### config.mk
export PLATFORM = sky130hd
export DESIGN_NAME = ex_muldiv_stage
export DESIGN_NICKNAME = d
export VERILOG_FILES = /design/src/rtl/ex_muldiv_stage.sv
export SDC_FILE = /design/constraint.sdc
export NUM_CORES = 2
export LEC_CHECK = 0
export ABC_AREA = 1
export BUFFER_PORTS_ARGS = -buffer_cell sky130_fd_sc_hd__buf_2
export CORE_MARGIN = 2
export CORE_UTILIZATION = 40
export CTS_BUF_LIST = sky130_fd_sc_hd__clkbuf_4 sky130_fd_sc_hd__clkbuf_8
export DETAILED_ROUTE_END_ITERATION = 16
export SYNTH_ARGS = -nofsm -noshare
export SYNTH_HDL_FRONTEND = slang
export SYNTH_SLANG_ARGS = --single-unit
### constraint.sdc
create_clock -name clk -period 8.7 [get_ports clk]
set_clock_uncertainty 0.1 [all_clocks]
set_input_delay 0.435 -clock clk [delete_from_list [all_inputs] [get_ports clk]]
set_output_delay 0.435 -clock clk [all_outputs]
set_load 0.05 [all_outputs]
### src/rtl/ex_muldiv_stage.sv
// MIPS execute stage: single-cycle ALU, HI/LO registers, combinational
// multiply and an iterative restoring divider that stalls the pipeline.
module ex_muldiv_stage #(
    parameter int DATA_W     = 32,
    parameter int REG_ADDR_W = 5,
    parameter int ALUOP_W    = 8,
    parameter int ALUSEL_W   = 3
) (
    input  logic                  clk,
    input  logic                  rst_n,
    input  logic                  flush,
    input  logic [ALUSEL_W-1:0]   alusel_in,
    input  logic [ALUOP_W-1:0]    aluop_in,
    input  logic [DATA_W-1:0]     reg1_in,
    input  logic [DATA_W-1:0]     reg2_in,
    input  logic [REG_ADDR_W-1:0] w_reg_addr_in,
    input  logic                  w_reg_en_in,
    output logic [REG_ADDR_W-1:0] w_reg_addr_out,
    output logic [DATA_W-1:0]     w_reg_data_out,
    output logic                  w_reg_en_out,
    output logic                  ovf_out,
    output logic                  stall_req,
    output logic [DATA_W-1:0]     hi_out,
    output logic [DATA_W-1:0]     lo_out
);

    localparam int SH_W  = $clog2(DATA_W);
    localparam int CNT_W = $clog2(DATA_W) + 1;

    localparam logic [ALUOP_W-1:0] EXE_AND   = ALUOP_W'(8'b00100100);
    localparam logic [ALUOP_W-1:0] EXE_OR    = ALUOP_W'(8'b00100101);
    localparam logic [ALUOP_W-1:0] EXE_XOR   = ALUOP_W'(8'b00100110);
    localparam logic [ALUOP_W-1:0] EXE_NOR   = ALUOP_W'(8'b00100111);
    localparam logic [ALUOP_W-1:0] EXE_SLL   = ALUOP_W'(8'b01111100);
    localparam logic [ALUOP_W-1:0] EXE_SRL   = ALUOP_W'(8'b00000010);
    localparam logic [ALUOP_W-1:0] EXE_SRA   = ALUOP_W'(8'b00000011);
    localparam logic [ALUOP_W-1:0] EXE_SLT   = ALUOP_W'(8'b00101010);
    localparam logic [ALUOP_W-1:0] EXE_SLTU  = ALUOP_W'(8'b00101011);
    localparam logic [ALUOP_W-1:0] EXE_ADD   = ALUOP_W'(8'b00100000);
    localparam logic [ALUOP_W-1:0] EXE_ADDU  = ALUOP_W'(8'b00100001);
    localparam logic [ALUOP_W-1:0] EXE_SUB   = ALUOP_W'(8'b00100010);
    localparam logic [ALUOP_W-1:0] EXE_SUBU  = ALUOP_W'(8'b00100011);
    localparam logic [ALUOP_W-1:0] EXE_MULT  = ALUOP_W'(8'b00011000);
    localparam logic [ALUOP_W-1:0] EXE_MULTU = ALUOP_W'(8'b00011001);
    localparam logic [ALUOP_W-1:0] EXE_DIV   = ALUOP_W'(8'b00011010);
    localparam logic [ALUOP_W-1:0] EXE_DIVU  = ALUOP_W'(8'b00011011);
    localparam logic [ALUOP_W-1:0] EXE_MFHI  = ALUOP_W'(8'b00010000);
    localparam logic [ALUOP_W-1:0] EXE_MTHI  = ALUOP_W'(8'b00010001);
    localparam logic [ALUOP_W-1:0] EXE_MFLO  = ALUOP_W'(8'b00010010);
    localparam logic [ALUOP_W-1:0] EXE_MTLO  = ALUOP_W'(8'b00010011);

    localparam logic [ALUSEL_W-1:0] RES_LOGIC = ALUSEL_W'(3'b001);
    localparam logic [ALUSEL_W-1:0] RES_SHIFT = ALUSEL_W'(3'b010);
    localparam logic [ALUSEL_W-1:0] RES_MOVE  = ALUSEL_W'(3'b011);
    localparam logic [ALUSEL_W-1:0] RES_ARITH = ALUSEL_W'(3'b100);

    typedef enum logic [1:0] {IDLE, BUSY, DONE} state_t;

    state_t              state;
    logic [CNT_W-1:0]    cnt;
    logic [DATA_W-1:0]   hi, lo;
    logic [DATA_W-1:0]   quot, rem, dvsr, dvnd_raw;
    logic                neg_q, neg_r, div0;

    logic                is_div, is_sdiv, is_mult, is_mthi, is_mtlo, no_wb;
    logic [SH_W-1:0]     shamt;
    logic [DATA_W-1:0]   sum, diff, res, a_mag, b_mag;
    logic                ovf_add, ovf_sub, ovf;
    logic [2*DATA_W-1:0] ext1, ext2, prod;
    logic [DATA_W:0]     shifted, trial;

    assign is_sdiv = aluop_in == EXE_DIV;
    assign is_div  = is_sdiv || aluop_in == EXE_DIVU;
    assign is_mult = aluop_in == EXE_MULT || aluop_in == EXE_MULTU;
    assign is_mthi = aluop_in == EXE_MTHI;
    assign is_mtlo = aluop_in == EXE_MTLO;
    assign no_wb   = is_div || is_mult || is_mthi || is_mtlo;

    assign shamt = reg1_in[SH_W-1:0];
    assign sum   = reg1_in + reg2_in;
    assign diff  = reg1_in - reg2_in;

    assign ovf_add = (reg1_in[DATA_W-1] == reg2_in[DATA_W-1])
                  && (sum[DATA_W-1] != reg1_in[DATA_W-1]);
    assign ovf_sub = (reg1_in[DATA_W-1] != reg2_in[DATA_W-1])
                  && (diff[DATA_W-1] != reg1_in[DATA_W-1]);
    assign ovf = alusel_in == RES_ARITH
              && ((aluop_in == EXE_ADD && ovf_add)
               || (aluop_in == EXE_SUB && ovf_sub));

    // Sign-extend only for MULT; a 2W x 2W product truncated to 2W is exact
    assign ext1 = {{DATA_W{aluop_in == EXE_MULT && reg1_in[DATA_W-1]}}, reg1_in};
    assign ext2 = {{DATA_W{aluop_in == EXE_MULT && reg2_in[DATA_W-1]}}, reg2_in};
    assign prod = ext1 * ext2;

    assign a_mag = (is_sdiv && reg1_in[DATA_W-1]) ? -reg1_in : reg1_in;
    assign b_mag = (is_sdiv && reg2_in[DATA_W-1]) ? -reg2_in : reg2_in;

    assign shifted = {rem, quot[DATA_W-1]};
    assign trial   = shifted - {1'b0, dvsr};

    always_comb begin
        res = '0;
        case (alusel_in)
            RES_LOGIC: begin
                case (aluop_in)
                    EXE_OR:  res = reg1_in | reg2_in;
                    EXE_AND: res = reg1_in & reg2_in;
                    EXE_XOR: res = reg1_in ^ reg2_in;
                    EXE_NOR: res = ~(reg1_in | reg2_in);
                    default: res = '0;
                endcase
            end
            RES_SHIFT: begin
                case (aluop_in)
                    EXE_SLL: res = reg2_in << shamt;
                    EXE_SRL: res = reg2_in >> shamt;
                    EXE_SRA: res = $unsigned($signed(reg2_in) >>> shamt);
                    default: res = '0;
                endcase
            end
            RES_ARITH: begin
                case (aluop_in)
                    EXE_ADD, EXE_ADDU: res = sum;
                    EXE_SUB, EXE_SUBU: res = diff;
                    EXE_SLT:  res = {{(DATA_W-1){1'b0}},
                                     $signed(reg1_in) < $signed(reg2_in)};
                    EXE_SLTU: res = {{(DATA_W-1){1'b0}}, reg1_in < reg2_in};
                    default:  res = '0;
                endcase
            end
            RES_MOVE: begin
                case (aluop_in)
                    EXE_MFHI: res = hi;
                    EXE_MFLO: res = lo;
                    default:  res = '0;
                endcase
            end
            default: res = '0;
        endcase
    end

    assign w_reg_addr_out = rst_n ? w_reg_addr_in : '0;
    assign w_reg_data_out = rst_n ? res : '0;
    assign w_reg_en_out   = rst_n && w_reg_en_in && !ovf && !no_wb;
    assign ovf_out        = rst_n && ovf;
    assign stall_req      = rst_n && !flush
                         && ((state == IDLE && is_div) || state == BUSY);
    assign hi_out         = hi;
    assign lo_out         = lo;

    always_ff @(posedge clk) begin
        if (!rst_n) begin
            state    <= IDLE;
            cnt      <= '0;
            hi       <= '0;
            lo       <= '0;
            quot     <= '0;
            rem      <= '0;
            dvsr     <= '0;
            dvnd_raw <= '0;
            neg_q    <= 1'b0;
            neg_r    <= 1'b0;
            div0     <= 1'b0;
        end else if (flush) begin
            state <= IDLE;
            cnt   <= '0;
        end else begin
            unique case (state)
                IDLE: begin
                    if (is_div) begin
                        quot     <= a_mag;
                        rem      <= '0;
                        dvsr     <= b_mag;
                        dvnd_raw <= reg1_in;
                        neg_q    <= is_sdiv && (reg1_in[DATA_W-1] ^ reg2_in[DATA_W-1]);
                        neg_r    <= is_sdiv && reg1_in[DATA_W-1];
                        div0     <= reg2_in == '0;
                        cnt      <= '0;
                        state    <= (reg2_in == '0) ? DONE : BUSY;
                    end else if (is_mult) begin
                        {hi, lo} <= prod;
                    end else if (is_mthi) begin
                        hi <= reg1_in;
                    end else if (is_mtlo) begin
                        lo <= reg1_in;
                    end
                end
                BUSY: begin
                    if (!trial[DATA_W]) begin
                        rem  <= trial[DATA_W-1:0];
                        quot <= {quot[DATA_W-2:0], 1'b1};
                    end else begin
                        rem  <= shifted[DATA_W-1:0];
                        quot <= {quot[DATA_W-2:0], 1'b0};
                    end
                    if (cnt == CNT_W'(DATA_W - 1)) begin
                        state <= DONE;
                    end else begin
                        cnt <= cnt + 1'b1;
                    end
                end
                DONE: begin
                    hi    <= div0 ? dvnd_raw : (neg_r ? -rem : rem);
                    lo    <= div0 ? '1 : (neg_q ? -quot : quot);
                    state <= IDLE;
                end
                default: state <= IDLE;
            endcase
        end
    end

endmodule

==> impl_metrics.tcl <==
set metrics [dict create \
    drtPass1Iterations 7 \
    yosys.area_share.simple_pct 22.1 \
    placement.setup.worst_slack_ps -139 \
    detailedRoute.firstIterationViolations 8106 \
    synth_compound_area_share_pct 12.4 \
    layout_setup_ws_ps 377 \
    cts_tree "yes" \
    numPlacedInstances 11488 \
    worstPathRequired_ps 9120 \
    slew_headroom_pct 5.07 \
    holdCritPathClass "in2reg" \
    synthDistinctLibCells 68 \
    synth_seq_cells 203 \
    fp.dieH_um 402 \
    grt_setup_unrepaired "no" \
    yosys.area_share.xor_xnor_pct 1.38 \
    numPortBuffers 187 \
    setup_total_neg_slack_ps 0 \
    final_cell_area_um2 70300 \
    yosys.cell_count.top_type "nand2_1" \
    final_cells 11566 \
    timing.critical_path.arrival_ps 8740 \
    critPathLaunch "aluop_in[7]" \
    timing.final.setup_violations 0 \
    cpMostUsedCell "fa_1" \
    synth.area.top_cells "fa_1 (36%), nand2_1 (13%), inv_1 (12%), ha_1 (6.8%), dfxtp_1 (6.4%)" \
    initial_core_util_pct 40.2 \
    antenna_violations_before_repair 31 \
    floorplan.io_pins 188 \
    synth.yosys.warnings 0 \
    critical_path_launch_point_type "input port" \
    r2r_start "quot[31]$_SDFFE_PN0P_" \
    worst-slew-pin-transition_ps 1420 \
    hold-path-endpoint "cnt[0]$_SDFFE_PN0P_" \
    post_synth_mux_area_share_pct 0.284 \
    post_cts_sizing_count 0 \
    post_drt_via_cell_ratio 5.65 \
    mappedNetlistArea_um2 63500 \
    synth_flop_cell "dfxtp_1" \
    post_cts_hold_buffer_count 0 \
    gp_congestion 1.14 \
    postSynthCellCount 9173 \
    postSynthAreaPerCell_um2 6.92 \
    worst_path_largest_cell_delay_ps 600 \
    worst_hold_startpoint "flush" \
    clock_tree.root_cell "clkbuf_8" \
    core.rowCount 146 \
    crit-reg2reg-capture "rem[6]$_SDFFE_PN0P_" \
    std_cell_core_area_um2 158000 \
    r2r_depth 18 \
    timing.critical_path.slowest_stage_cell "fa_1" \
    drc 0 \
    vias 65320 \
    cts_sinks 203 \
    dominant_combinational_cell_family_by_area_after_synthesis "adder cells" \
    timing_max_transition_violations_final 0 \
    tritoncts_buffers 37 \
    synth.top_cells.by_count "nand2_1 (2,277), inv_1 (2,009), fa_1 (1,128), a21oi_1 (597), o21ai_0 (551)" \
    grtUsageTotal_pct 40.3 \
    maximum_number_of_pins_on_one_net_before_global_route_repair 73 \
    depth_of_the_worst_hold_timing_path 4 \
    placed_area_um2 69400 \
    cts-htree-levels 2 \
    hpwl_after_dpl_um 274000 \
    synth_nets 10730 \
    setup.worst_path.class "in2reg" \
    synth-seq-area-share_pct 6.40 \
    wirelength_um 328000 \
    synth_top_area_share_pct 35.6 \
    worst_skew_pair.late_latency_ps 590 \
    grt_first_pass_wirelength_um 469000 \
    cts.repair_timing.setup_buffer_count 0 \
    layout-area-overhead-vs-synth_pct 10.8 \
    highest_clock_rate_ghz 0.120 \
    synthAdderAreaFrac_pct 42.4 \
    final-hold-violation-count 0 \
    global_route.overflow_total 0 \
    chipWidth_um 402 \
    period_utilization_post_route_pct 95.7 \
    outcome "finished clean" \
    routed_wire_length_per_instance_um 28.4 \
    final_nets 11012 \
    synth.largest_area_cell "fa_1" \
    worst-path-max-fanout 15 \
    count_of_fill_cells_added_during_filler_insertion 16618 \
    post_route_cells_drive_above_1_share_pct 9.14 \
    clk_transition_reported_paths_ps 70 \
    cap_violations 0 \
    min_period_ps 8320 \
    end_kind "flip-flop" \
    rrSetupSlack_ps 4610 \
    first_global_vias 65852 \
    cts.path.max_buffers 3 \
    design.die.area_um2 162000 \
    synth_edf_count 0 \
    detail-route-antenna-nets 0 \
    postSynth.asyncResetShare_pct 0 \
]
==> how the worst max path moves through the flow <==
stage,to,slack (ps),cells after the start
after CTS,hi_out[29]$_SDFFE_PN0P_,430,35
final,hi_out[25]$_SDFFE_PN0P_,380,34
after global placement,hi_out[4]$_SDFFE_PN0P_,-160,33
after global routing,hi_out[4]$_SDFFE_PN0P_,50,33
after detailed placement,hi_out[29]$_SDFFE_PN0P_,-140,35
after floorplan,hi_out[31]$_SDFFE_PN0P_,430,37
==> layout make-up <==
type | instances | area [um^2] | share of cell area (%)
multi-input cells | 6467 | 49900 | 70.9
clock inverters | 18 | 223 | 0.317
diodes | 10 | 25.0 | 0.0356
well taps | 2072 | 2590 | 3.69
clock buffers | 50 | 663 | 0.943
repair buffers | 706 | 5210 | 7.41
inverters | 2040 | 7660 | 10.9
flip-flops and latches | 203 | 4060 | 5.78
==> kinds of logic after synthesis <==
| family | count (synthesis) |
|---|---|
| AND/OR/NAND/NOR | 3434 |
| buffers and inverters | 2503 |
| AO/OA/AOI/OAI | 1442 |
| flip-flops | 203 |
| XOR/XNOR | 100 |
| adder cells (fa/ha/maj) | 1473 |
| multiplexers | 18 |
==> registers in the layout, summed over array words and instances (netlist names) <==
name	flops
dvnd_raw	32
dvsr	32
hi_out	32
lo_out	32
quot	32
rem	32
cnt	6
state	2
div0	1
neg_q	1
neg_r	1
==> cell usage in the layout (no fill, tap or decap), types with 185 or more instances in the layout <==
| cell | count |
|---|---|
| nand2_1 | 2277 |
| nor2_1 | 523 |
| dfxtp_1 | 203 |
| buf_4 | 491 |
| inv_1 | 2005 |
| nand3_1 | 408 |
| fa_1 | 1128 |
| buf_2 | 185 |
| o21ai_0 | 551 |
| ha_1 | 345 |
| a21oi_1 | 597 |
==> per-stage QoR <==
| step | hold WS (ps) | utilization (%) |
|---|---|---|
| global placement | 371 | 43.9 |
| global route | 267 | 44.5 |
| CTS | 241 | 44.5 |
| floorplan | 339 | - |
| finish | 273 | 44.5 |
| detailed placement | 373 | 43.9 |
==> per-layer routing <==
metal,routed length [um],GRT usage [%],vias to the layer above
met5,132,0,-
li1,-,-,28428
met2,141000,61.7,3865
met4,26100,25.7,18
met3,35900,10.2,867
met1,125000,50.6,32142
==> critical path, delay by kind of cell <==
kind                       cells  cell delay [ps]
buffers and inverters         10             1520
adders and majority gates      9             4390
AOI/OAI and AO/OA              2              450
and+or+nand+nor               13             1900
Power is not shown: default switching activity piles up to over one toggle a cycle in this logic, so the estimate is an artifact.
